`config.mk`:
```
export PLATFORM = sky130hd
export DESIGN_NAME = pheap_arbiter
export DESIGN_NICKNAME = d
export VERILOG_FILES = /design/src/rtl/pheap_arbiter.sv
export SDC_FILE = /design/constraint.sdc
export NUM_CORES = 1
export LEC_CHECK = 0
export BUFFER_PORTS_ARGS = -buffer_cell sky130_fd_sc_hd__buf_2
export CAP_MARGIN = 20
export CORE_MARGIN = 3
export CORE_UTILIZATION = 46
export DETAILED_ROUTE_END_ITERATION = 10
export GPL_ROUTABILITY_DRIVEN = 0
export PLACE_DENSITY = 0.93
export SYNTH_ARGS = -nofsm -noshare
export SYNTH_HDL_FRONTEND = slang
export SYNTH_SLANG_ARGS = --single-unit
```
`constraint.sdc`:
```
create_clock -name clk -period 12.15 [get_ports clk]
set_clock_uncertainty 0.2 [all_clocks]
set_input_delay 1.215 -clock clk [delete_from_list [all_inputs] [get_ports clk]]
set_output_delay 1.215 -clock clk [all_outputs]
set_load 0.01 [all_outputs]
```
`src/rtl/pheap_arbiter.sv`:
```
// ---------------------------------------------------------------------------
// pheap_arbiter
//
// Shares one pheap priority queue among NUM_REQ simulation cores. Enqueue and
// dequeue requests are arbitrated round-robin. At most one heap command is
// issued every two cycles (an IDLE/GAP pair). A dequeue returns the current
// heap minimum to the granted core.
//
// Configuration macro:
//   PHEAP_ARB_DEQ_PRIO_EN  when defined, any eligible dequeue beats every
//                          eligible enqueue. Round-robin runs within the
//                          winning op class, and the pointer is shared.
//                          When undefined, one round-robin covers all
//                          eligible cores regardless of op.
//
// Ports:
//   clk, rst        clock, synchronous active-high reset
//   req_enq/deq     per-core level requests, held until gnt
//   req_data        core i event in [i*WIDTH +: WIDTH]
//   gnt             one-hot grant pulse (1 cycle)
//   rsp_vld/id/data dequeue response; rsp_data holds until the next dequeue
//   heap_enq/deq    command pulses to pheap
//   heap_inp_data   event to pheap
//   heap_out_data   current pheap minimum
//   heap_full/empty/ready  pheap status
// ---------------------------------------------------------------------------
// state | meaning
// IDLE  | sample requests, grant one eligible core and issue its heap command
// GAP   | all pulses low; heap settles and the granted core drops its request
// ---------------------------------------------------------------------------
module pheap_arbiter #(
   parameter int NUM_REQ = 4,
   parameter int ID_W    = 2,
   parameter int WIDTH   = 32,
   parameter int DEPTH   = 6
) (
   input  logic                       clk,
   input  logic                       rst,
   input  logic [NUM_REQ-1:0]         req_enq,
   input  logic [NUM_REQ-1:0]         req_deq,
   input  logic [NUM_REQ*WIDTH-1:0]   req_data,
   output logic [NUM_REQ-1:0]         gnt,
   output logic                       rsp_vld,
   output logic [ID_W-1:0]            rsp_id,
   output logic [WIDTH-1:0]           rsp_data,
   output logic                       heap_enq,
   output logic                       heap_deq,
   output logic [WIDTH-1:0]           heap_inp_data,
   input  logic [WIDTH-1:0]           heap_out_data,
   input  logic                       heap_full,
   input  logic                       heap_empty,
   input  logic                       heap_ready
);

   if (NUM_REQ < 2 || NUM_REQ > 16 || ID_W < $clog2(NUM_REQ) || DEPTH < 1) begin : g_bad_params
      $error("pheap_arbiter: illegal parameter combination");
   end

   localparam logic       IDLE = 1'b0;
   localparam logic       GAP  = 1'b1;

   localparam logic [ID_W:0]   NUM_REQ_W = (ID_W+1)'(NUM_REQ);
   localparam logic [ID_W-1:0] LAST_ID   = ID_W'(NUM_REQ - 1);

   logic                   state;
   logic [ID_W-1:0]        ptr;

   logic                   enq_ok;
   logic                   deq_ok;
   logic [NUM_REQ-1:0]     enq_elig;
   logic [NUM_REQ-1:0]     deq_elig;
   logic [NUM_REQ-1:0]     cand;
   logic [2*NUM_REQ-1:0]   cand_x2;
   logic [NUM_REQ-1:0]     rot;
   logic                   found;
   logic [ID_W-1:0]        ofs;
   logic [ID_W:0]          sum;
   logic [ID_W-1:0]        win;
   logic [ID_W-1:0]        next_ptr;
   logic                   win_is_enq;
   logic [WIDTH-1:0]       win_data;

   // A core asking for both ops only competes with its enqueue; its dequeue
   // is masked even when the enqueue itself is blocked by a full heap.
   assign enq_ok   = !heap_full && heap_ready;
   assign deq_ok   = !heap_empty;
   assign enq_elig = req_enq & {NUM_REQ{enq_ok}};
   assign deq_elig = req_deq & ~req_enq & {NUM_REQ{deq_ok}};

`ifdef PHEAP_ARB_DEQ_PRIO_EN
   assign cand = (|deq_elig) ? deq_elig : enq_elig;
`else
   assign cand = enq_elig | deq_elig;
`endif

   // Rotate the candidate vector so the pointer position lands on bit 0;
   // the lowest set bit of the rotated vector is the round-robin winner.
   assign cand_x2 = {cand, cand};
   assign rot     = NUM_REQ'(cand_x2 >> ptr);

   always_comb begin
      found = 1'b0;
      ofs   = '0;
      for (int k = NUM_REQ - 1; k >= 0; k--) begin
         if (rot[k]) begin
            found = 1'b1;
            ofs   = ID_W'(k);
         end
      end
   end

   assign sum      = {1'b0, ptr} + {1'b0, ofs};
   assign win      = (sum >= NUM_REQ_W) ? ID_W'(sum - NUM_REQ_W) : ID_W'(sum);
   assign next_ptr = (win == LAST_ID) ? '0 : win + 1'b1;

   always_comb begin
      win_is_enq = 1'b0;
      win_data   = '0;
      for (int k = 0; k < NUM_REQ; k++) begin
         if (win == ID_W'(k)) begin
            win_is_enq = enq_elig[k];
            win_data   = req_data[k*WIDTH +: WIDTH];
         end
      end
   end

   always_ff @(posedge clk) begin
      if (rst) begin
         state         <= IDLE;
         ptr           <= '0;
         gnt           <= '0;
         rsp_vld       <= 1'b0;
         rsp_id        <= '0;
         rsp_data      <= '0;
         heap_enq      <= 1'b0;
         heap_deq      <= 1'b0;
         heap_inp_data <= '0;
      end else begin
         gnt      <= '0;
         rsp_vld  <= 1'b0;
         heap_enq <= 1'b0;
         heap_deq <= 1'b0;
         case (state)
            IDLE: begin
               if (found) begin
                  gnt           <= NUM_REQ'(1) << win;
                  heap_enq      <= win_is_enq;
                  heap_deq      <= !win_is_enq;
                  heap_inp_data <= win_data;
                  ptr           <= next_ptr;
                  state         <= GAP;
                  if (!win_is_enq) begin
                     rsp_vld  <= 1'b1;
                     rsp_id   <= win;
                     rsp_data <= heap_out_data;
                  end
               end
            end
            GAP:     state <= IDLE;
            default: state <= IDLE;
         endcase
      end
   end

endmodule

```
==> results.toml, run 1 <==
[synthesis]
synth_fp_nets = 659
avgSynthCellArea_um2 = 7.84
yosysSeqAreaShare_pct = 39.8
synth_common_cells = "dfxtp_1 (75), nand2_1 (75), a21oi_1 (72)"
synth_top_cell_by_area = "dfxtp_1"
ys.warnings.count = 0
async_flop_share_pct = 0
syn_inst = 481
ys.flop_type = "dfxtp_1"
yosys_register_bits = 75
synthTopCellsByArea = "dfxtp_1 (40%), a21oi_1 (9.6%), nand2_1 (7.5%)"
synth_top_area_share_pct = 39.8
synth_area_um2 = 3770
synth_cell_types = 35
synth_edf_count = 0

[grt]
grt_max_degree = 72
grt_pass1_vias = 3918
antenna_found_initial = 0
grt_pass1_wl_um = 17800
overflow = 0
track_usage_pct = 24.4

[finish]
fin_util_pct = 67.2
nNetsFinal = 874
fill_cells = 652
area_growth_pct = 39.7
num_antenna_cells = 0
drive_gt1_share_pct = 39.4

[floorplan]
die_height_um = 96.5
initial_core_util_pct = 48.1
coreArea_um2 = 7850
die-area_um2 = 9320
rows = 32
pin_count = 246
die_w_um = 96.5

[outcome]
status = "finished, final reports clean"

[sta]
finalSetupViolCount = 0
period_minus_slack_ns = 6.26
hold_viol = 0
max-slew-margin-rel_pct = 31.1
finalSetupTns_ns = 0
worstMarginPinSlew_ns = 1.03
fmax_ghz = 0.160
whs_ns = 0.257
rsz0062_at_grt = "no"
post-route-period-util_pct = 51.5
slew_viol_final = 0
worst_slack_ns = 5.89

[route]
routedWlPerCell_um = 15.1
drt-vias-per-instance = 5.46
ant_nets = 0
drc = 0
dr.first_iter.drc_count = 137
dr.pass1.iters = 4
vias = 4386
wirelength_um = 12100

[clock_tree]
cts_resized = 0
postCtsHoldBufs = 0
clockBufferDepth = 2
postCtsSetupBuffers = 0
clock_latency_ns = 0.33
h-tree-depth = 3
root_buffer = "clkbuf_8"
cts_tree = "yes"
cts.clk_slew.worst_paths_ns = 0.08
cts_buffers = 9
cts_sinks = 75

[setup_path]
endpoint_kind = "flop"
cp_slowest_cell = "ha_2"
r2r_end = "rsp_data[19]"
crit_path_cell_trace = "buf_2 > nor2b_1 > a22o_1 > nor3_1 > a311oi_1 > o21ai_0 > ha_1 > xnor2_1 > or3_1 > nand2_1 > ha_2 > a21oi_1 > a221oi_1 > o21ai_0 > nand2_1 > nand2_1 > a21oi_1"
startpoint = "heap_full"
path_delay_family = "simple AND/OR/NAND/NOR gates"
slowest_delay_ns = 0.86
r2r_setup_slack_ns = 7.25
r2r_cells = 14
critPathMaxFanout = 66
cpMostUsedCell = "nand2_1"
cp.required_ns = 12.21
worstSetupPathType = "in2reg"
cp.arrival_ns = 6.32
worst_setup_path_start_kind = "input port"
critPathBufInv = 1
timing.rr.start = "ptr[0]"

[hold_path]
min_path_type = "reg2reg"
holdPathEnd = "rsp_data[3]"
holdPathStages = 2
hp-start = "rsp_data[3]"

[power_and_ir_drop]
p_sw_uw = 708
ir_drop_uv = 159
internal_power_uw = 866
leakage_nw = 2.52
power_frac_clock_pct = 14.4
p_comb_share_pct = 62.6
p_seq_share_pct = 23.0
switching_share_pct = 45.0
p_per_area_nw_per_um2 = 299

[placement]
dp_hpwl_um = 9040
place_ws_ns = 5.40
numPortBuffers = 245

[flow_run]
cap_violations = 0
## worst min-delay path: cells and delay by family, from the launching register on
kind / cells / cell delay, ns
AND/OR/NAND/NOR: 1 / 0.05
flip-flops: 1 / 0.31
AO/OA/AOI/OAI: 1 / 0.05
## logic make-up after synthesis
family	synth area share (%)
adder cells (fa/ha/maj)	1.66
AO/OA/AOI/OAI	29.7
XOR/XNOR	0.232
buffers and inverters	5.54
flip-flops	39.8
AND/OR/NAND/NOR	23.1
## registers in the layout (all words and copies together) (netlist names)
signal         cells
heap_inp_data     32
rsp_data          32
gnt                4
ptr                2
rsp_id             2
heap_enq           1
rsp_vld            1
state              1
## worst max path at each step
| stage | to | slack (ns) | depth (start not counted) |
|---|---|---|---|
| 6_report | rsp_data[19] | 5.89 | 17 |
| 5_1_grt | rsp_data[19] | 5.29 | 17 |
| 4_1_cts | rsp_id[1] | 5.78 | 16 |
| 3_5_place_dp | rsp_id[1] | 5.40 | 16 |
| 3_3_place_gp | rsp_id[1] | 5.76 | 16 |
| 2_1_floorplan | rsp_id[0] | 7.23 | 21 |
## routing by layer
metal | GRT usage (%) | up-vias | wire length, µm | part of all wire (%)
li1 | - | 2166 | - | -
met1 | 27.2 | 1953 | 4530 | 37
met2 | 44.4 | 232 | 6140 | 51
met3 | 5.11 | 35 | 1050 | 8.7
met4 | 10.6 | 0 | 391 | 3.2
met5 | 0 | - | 0 | 0
## per-stage QoR
stage          instance area [µm²]  power [mW]  std cells
2_1_floorplan                 3770        1.08        481
3_3_place_gp                  4990        1.28        785
3_5_place_dp                  4990        1.33        785
4_1_cts                       5230        1.56        801
5_1_grt                       5270        1.72        803
6_report                      5270        1.57        803
## area by class of cell
class | instances | area (µm²) | area share [%]
multi-input cells | 355 | 2090 | 39.6
inverters | 4 | 15.0 | 0.285
clock inverters | 7 | 116 | 2.21
well taps | 102 | 128 | 2.42
flip-flops and latches | 75 | 1500 | 28.5
repair buffers | 251 | 1300 | 24.6
clock buffers | 9 | 124 | 2.35
## cells in the final DEF (no fill, tap or decap), types with 3 or more instances in the layout
cell type and instances:
dfxtp_1 75, nor3_1 33, a221oi_1 32, and2_1 4
clkbuf_8 9, nand2_1 75, buf_2 245, nor2_1 38
inv_1 4, ha_1 3, a21oi_1 72, bufinv_16 3
nor2b_1 32, a211oi_1 35, buf_4 4
## power groups by stage
stage	clock, mW	sequential, mW	combinational (mW)
after global routing	0.242	0.371	1.11
after detailed placement	0	0.366	0.963
after CTS	0.230	0.362	0.962
after floorplan	0	0.393	0.691
after global placement	0	0.362	0.922
final	0.226	0.362	0.985
Power figures use the tool's default switching activity.
==> run 2: changes to the inputs <==
--- a/config.mk
+++ b/config.mk
@@ -5,13 +5,14 @@
 export SDC_FILE = /design/constraint.sdc
 export NUM_CORES = 1
 export LEC_CHECK = 0
+export ABC_AREA = 1
 export BUFFER_PORTS_ARGS = -buffer_cell sky130_fd_sc_hd__buf_2
 export CAP_MARGIN = 20
 export CORE_MARGIN = 3
-export CORE_UTILIZATION = 46
+export CORE_UTILIZATION = 40
 export DETAILED_ROUTE_END_ITERATION = 10
 export GPL_ROUTABILITY_DRIVEN = 0
-export PLACE_DENSITY = 0.93
+export PLACE_DENSITY = 0.84
 export SYNTH_ARGS = -nofsm -noshare
 export SYNTH_HDL_FRONTEND = slang
 export SYNTH_SLANG_ARGS = --single-unit
==> constraint.sdc (replaced) <==
create_clock -name clk -period 5.5 [get_ports clk]
set_clock_uncertainty 0.2 [all_clocks]
set_input_delay 0.55 -clock clk [delete_from_list [all_inputs] [get_ports clk]]
set_output_delay 0.55 -clock clk [all_outputs]
set_load 0.01 [all_outputs]
==> run 2 against run 1 <==
First-iteration DRC count grew to 3.0 times the previous value. Cell area rose by 8.0%. Sequential power rose to 2.6 times the previous value. Register-to-register slack got worse by 6.2 ns. Combinational power grew to 3.3 times the previous value. Via count rose by 16%. Final cell count is 25% higher. Routed wire length grew 14%. Worst hold slack gained 0.0058 ns. Non-clock buffer count is 1 higher. Global-route usage down 2.7 points.
==> results.toml, run 2 <==
[outcome]
status = "finished, final reports clean"

[floorplan]
die_w_um = 110
die_height_um = 110
rows = 37
initial_core_util_pct = 41.3
coreArea_um2 = 10400
pin_count = 246
die-area_um2 = 12000

[synthesis]
synth_edf_count = 0
yosys_register_bits = 75
yosysSeqAreaShare_pct = 35.0
syn_inst = 651
synth_cell_types = 23
async_flop_share_pct = 0
ys.flop_type = "dfxtp_1"
synth_common_cells = "nand2_1 (172), nand3_1 (93), dfxtp_1 (75)"
synthTopCellsByArea = "dfxtp_1 (35%), nand2_1 (15%), nand3_1 (11%)"
synth_area_um2 = 4290
synth_top_cell_by_area = "dfxtp_1"
synth_fp_nets = 829
ys.warnings.count = 0
synth.most_common_cell = "nand2_1"
avgSynthCellArea_um2 = 6.59
synth_top_area_share_pct = 35.0

[finish]
num_antenna_cells = 0
top_regs = "heap_inp_data (32), rsp_data (32), gnt (4)"
fin_util_pct = 54.9
nNetsFinal = 1038
area_growth_pct = 32.8
drive_gt1_share_pct = 37.5
final_common_cell = "buf_2"
fill_cells = 1075
final_cell_mix = "buf_2 (245), nand2_1 (172), nand3_1 (93), dfxtp_1 (75), a21oi_1 (72)"

[placement]
numPortBuffers = 245
dp_hpwl_um = 10000

[grt]
overflow = 0
track_usage_pct = 21.6
antenna_found_initial = 0
grt_pass1_vias = 4317
grt_max_degree = 102
grt_pass1_wl_um = 20700

[route]
wl_met3_um = 1370
drc = 0
routedWlPerCell_um = 13.8
wl_met1_um = 5570
drt-vias-per-instance = 5.08
ant_nets = 0
highest_layer = "met4"
dr.first_iter.drc_count = 406
dr.pass1.iters = 7
wirelength_um = 13800
vias = 5089
met2WireLength_um = 6570

[sta]
hold_viol = 0
finalSetupViolCount = 0
max-slew-margin-rel_pct = 28.4
post-route-period-util_pct = 80.6
fmax_ghz = 0.226
period_minus_slack_ns = 4.43
slew_viol_final = 0
worstMarginPinSlew_ns = 1.07
rsz0062_at_grt = "no"
finalSetupTns_ns = 0

[flow_run]
cap_violations = 0

[clock_tree]
h-tree-depth = 3
cts_resized = 0
clockBufferDepth = 2
cts_buffers = 9
postCtsHoldBufs = 0
root_buffer = "clkbuf_8"
cts_tree = "yes"
cts_sinks = 75
postCtsSetupBuffers = 0
cts.clk_slew.worst_paths_ns = 0.09
clock_latency_ns = 0.33

[setup_path]
worst_setup_path_start_kind = "flop"
startpoint = "ptr[0]"
cp-endpoint = "rsp_data[29]"
r2r_end = "rsp_data[29]"
r2r_cells = 24
cp.arrival_ns = 4.41
cp.required_ns = 5.48
critPathMaxFanout = 36
r2r_setup_slack_ns = 1.07
worstSetupPathType = "reg2reg"
endpoint_kind = "flop"
timing.rr.start = "ptr[0]"

[power_and_ir_drop]
p_per_area_nw_per_um2 = 817
ir_drop_uv = 395
leakage_nw = 2.98

[hold_path]
min_path_type = "reg2reg"
==> run 2: changes by cell type after synthesis, sizes merged, moves of 9 or more <==
cell    before  now
nand2       75  194
o21ai        4   65
a21oi       72  100
buf         12   29
a211oi      35    0
a221oi      32    0
inv          4   13
clkbuf      35   25
nor2b       33    0
nor3        33    2
nor2        38   48
nand3        1   93
==> run 2: kinds of logic after synthesis <==
family / after synthesis / synth area share [%]
buf+inv: 68 / 7.44
compound gates: 165 / 21.7
flops: 75 / 35.0
simple gates: 337 / 34.2
xor+xnor: 1 / 0.204
fa+ha+maj: 5 / 1.46
==> run 2: routing by layer <==
layer,track usage (%),vias to the layer above
li1,-,2580
met1,27.4,2271
met2,35.4,216
met3,5.99,22
met4,7.21,0
met5,0,-
==> run 2: how the worst min path moves through the flow <==
stage	cells after the start	start	endpoint	slack, ns
after floorplan	2	rsp_data[0]	rsp_data[0]	0.28
after global placement	2	rsp_data[1]	rsp_data[1]	0.25
after detailed placement	2	rsp_data[1]	rsp_data[1]	0.25
after CTS	2	rsp_data[1]	rsp_data[1]	0.26
after global routing	3	heap_out_data[7]	rsp_data[7]	0.26
final	2	rsp_data[14]	rsp_data[14]	0.26
==> run 2: final cells by class <==
| cell class | instances | area (µm²) | share of cell area [%] |
|---|---|---|---|
| Clock buffer | 9 | 124 | 2.18 |
| Clock inverter | 7 | 82.6 | 1.45 |
| Inverter | 14 | 52.6 | 0.923 |
| Multi-Input combinational cell | 508 | 2470 | 43.4 |
| Sequential cell | 75 | 1500 | 26.4 |
| Tap cell | 136 | 170 | 2.99 |
| Timing Repair Buffer | 252 | 1290 | 22.7 |
==> run 2: where the power goes <==
group	switching (mW)	internal [mW]	total (mW)	leakage [nW]
Clock	0.232	0.218	0.450	0.0988
Sequential	0.141	0.794	0.935	0.620
Combinational	2.09	1.18	3.27	2.26
Total	2.46	2.19	4.65	2.98
==> run 2: stage by stage <==
| stage | power, mW | cells | hold slack, ns | setup WS [ns] | area (µm²) |
|---|---|---|---|---|---|
| floorplan | 3.50 | 651 | 0.283 | 2.14 | 4290 |
| global placement | 4.15 | 984 | 0.246 | 1.01 | 5470 |
| detailed placement | 4.19 | 984 | 0.251 | 0.855 | 5470 |
| CTS | 4.67 | 1000 | 0.264 | 1.07 | 5670 |
| global route | 5.19 | 1001 | 0.263 | 0.594 | 5690 |
| finish | 4.65 | 1001 | 0.263 | 1.07 | 5690 |
==> run 2: worst max-delay path: stages (launching register included) <==
cell and delay (ns):
dfxtp_1 0.48, inv_1 0.14, nand3_1 0.14, nand2_1 0.06, nand2_1 0.06, nand2_1 0.07
a21oi_1 0.13, nor2_1 0.07, ha_1 0.20, xor2_1 0.18, inv_1 0.06, nand3_1 0.07
nand2_1 0.15, inv_1 0.12, ha_1 0.15, buf_4 0.33, nor2_2 0.09, nand3_1 0.09
nand3_1 0.07, nand3_1 0.09, nand2_1 0.09, nor2_4 0.64, nand2_8 0.31, nand2_1 0.20
a21oi_2 0.08
==> run 3: changes to the inputs <==
--- a/config.mk
+++ b/config.mk
@@ -9,10 +9,10 @@
 export BUFFER_PORTS_ARGS = -buffer_cell sky130_fd_sc_hd__buf_2
 export CAP_MARGIN = 20
 export CORE_MARGIN = 3
-export CORE_UTILIZATION = 40
+export CORE_UTILIZATION = 45
 export DETAILED_ROUTE_END_ITERATION = 10
 export GPL_ROUTABILITY_DRIVEN = 0
-export PLACE_DENSITY = 0.84
+export PLACE_DENSITY = 0.89
 export SYNTH_ARGS = -nofsm -noshare
 export SYNTH_HDL_FRONTEND = slang
 export SYNTH_SLANG_ARGS = --single-unit
==> constraint.sdc (replaced) <==
create_clock -name clk -period 4.61 [get_ports clk]
set_clock_uncertainty 0.2 [all_clocks]
set_input_delay 0.461 -clock clk [delete_from_list [all_inputs] [get_ports clk]]
set_output_delay 0.461 -clock clk [all_outputs]
set_load 0.01 [all_outputs]
==> run 3 against run 2 <==
Register-to-register slack lost 0.26 ns. Combinational power rose by 21%. Die area down 11%. Sequential cell count is the same. Clock power grew 16%. Global-route usage increased by 4.1 points. Count of clock-buffer cells in the layout rose by 1. Non-clock buffer count up 3. Worst hold slack got worse by 0.078 ns. Critical path type unchanged. Highest routed layer is now met5.
==> results.toml, run 3 (synthesis gave the netlist of run 2 again) <==
[sta]
finalSetupTns_ns = 0
post-route-period-util_pct = 82.4
period_minus_slack_ns = 3.80
max-slew-margin-rel_pct = 28.7
hold_viol = 0
fmax_ghz = 0.263
worstMarginPinSlew_ns = 1.07
finalSetupViolCount = 0
rsz0062_at_grt = "no"
slew_viol_final = 0
worst_slack_ns = 0.811

[clock_tree]
cts_sinks = 75
h-tree-depth = 3
clockBufferDepth = 2
cts.clk_slew.worst_paths_ns = 0.09
clock_latency_ns = 0.34
cts_resized = 0
root_buffer = "clkbuf_8"
postCtsHoldBufs = 0
postCtsSetupBuffers = 0
cts_buffers = 9
cts_tree = "yes"

[setup_path]
slowest_delay_ns = 0.47
cp.required_ns = 4.62
endpoint_kind = "flop"
r2r_end = "rsp_data[25]"
critPathMaxFanout = 36
worst_setup_path_start_kind = "flop"
cpMostUsedCell = "nand2_1"
cp-endpoint = "rsp_data[25]"
timing.rr.start = "ptr[0]"
cp.arrival_ns = 3.81
cp_slowest_cell = "dfxtp_1"
worstSetupPathType = "reg2reg"
crit_path_cell_trace = "inv_1 > nand3_1 > nand2_1 > nand2_1 > nand2_1 > a21oi_1 > nor2_1 > ha_1 > xor2_1 > inv_1 > nand3_1 > nand2_1 > ha_1 > buf_4 > nand2_1 > nand3_1 > nand2_1 > nor2_4 > nand2_8 > nand2_1 > a21oi_2"
r2r_cells = 21
r2r_setup_slack_ns = 0.81
startpoint = "ptr[0]"

[floorplan]
initial_core_util_pct = 47.8
coreArea_um2 = 8980
pin_count = 246
die_height_um = 104
die_w_um = 104
die-area_um2 = 10700
rows = 34

[finish]
final_cell_mix = "buf_2 (245), nand2_1 (172), nand3_1 (93), dfxtp_1 (75), a21oi_1 (72)"
nNetsFinal = 1041
stdcell_count = 994
final_common_cell = "buf_2"
fill_cells = 865
fin_util_pct = 63.9
drive_gt1_share_pct = 37.6
area_growth_pct = 33.7
top_regs = "heap_inp_data (32), rsp_data (32), gnt (4)"

[route]
dr.pass1.iters = 4
vias = 5179
ant_nets = 0
routedWlPerCell_um = 14.6
drc = 0
dr.first_iter.drc_count = 302
drt-vias-per-instance = 5.21
wirelength_um = 14500

[grt]
overflow = 0
grt_pass1_wl_um = 23000
grt_max_degree = 102
grt_pass1_vias = 4645
track_usage_pct = 25.7
antenna_found_initial = 2

[placement]
dp_hpwl_um = 10400
dp_cells = 976
numPortBuffers = 245
place_ws_ns = 0.686

[outcome]
status = "finished, final reports clean"

[power_and_ir_drop]
ir_drop_uv = 439
leakage_nw = 3.01
p_per_area_nw_per_um2 = 977
total_power_mw = 5.60

[hold_path]
min_path_type = "in2reg"

[flow_run]
cap_violations = 0
run 3: per-layer routing:
metal | vias up | global-route usage (%) | wire (µm)
met1 | 2318 | 30.4 | 5730
li1 | 2586 | - | -
met3 | 29 | 6.16 | 1110
met2 | 244 | 45.7 | 7290
met4 | 2 | 8.74 | 360
met5 | - | 0 | 13
run 3: power breakdown:
| part | leakage, nW | internal, mW | switching [mW] | total [mW] |
|---|---|---|---|---|
| sequential | 0.620 | 0.947 | 0.166 | 1.11 |
| combinational | 2.29 | 1.46 | 2.50 | 3.96 |
| clock | 0.103 | 0.266 | 0.257 | 0.524 |
run 3: cell type report:
type / instances / area, µm² / share of cell area (%)
multi-input combinational: 508 / 2470 / 43.1
antenna: 1 / 2.50 / 0.0437
tap: 126 / 158 / 2.75
clock inverter: 5 / 61.3 / 1.07
timing repair buffer: 255 / 1350 / 23.5
inverter: 14 / 52.6 / 0.917
sequential: 75 / 1500 / 26.2
clock buffer: 10 / 138 / 2.40
run 3: stage by stage:
step / hold slack (ns) / cell area (µm²)
3_5_place_dp: 0.253 / 5480
3_3_place_gp: 0.251 / 5480
4_1_cts: 0.168 / 5680
2_1_floorplan: 0.283 / 4290
5_1_grt: 0.174 / 5730
6_report: 0.185 / 5730
run 3: worst min path at each step:
stage	start	cells past startpoint	to	slack (ns)
floorplan	rsp_data[0]	2	rsp_data[0]	0.28
global placement	rsp_data[21]	2	rsp_data[21]	0.25
detailed placement	rsp_data[6]	2	rsp_data[6]	0.25
CTS	heap_out_data[2]	3	rsp_data[2]	0.17
global route	heap_out_data[1]	3	rsp_data[1]	0.17
finish	heap_out_data[2]	3	rsp_data[2]	0.18
run 3: critical path, delay by kind of cell (launching register included):
family                     cells  cell delay, ns
AOI/OAI and AO/OA              2            0.19
DFF                            1            0.47
buffers and inverters          3            0.45
adders and majority gates      2            0.39
and+or+nand+nor               13            1.79
xor gates and xnor gates       1            0.15
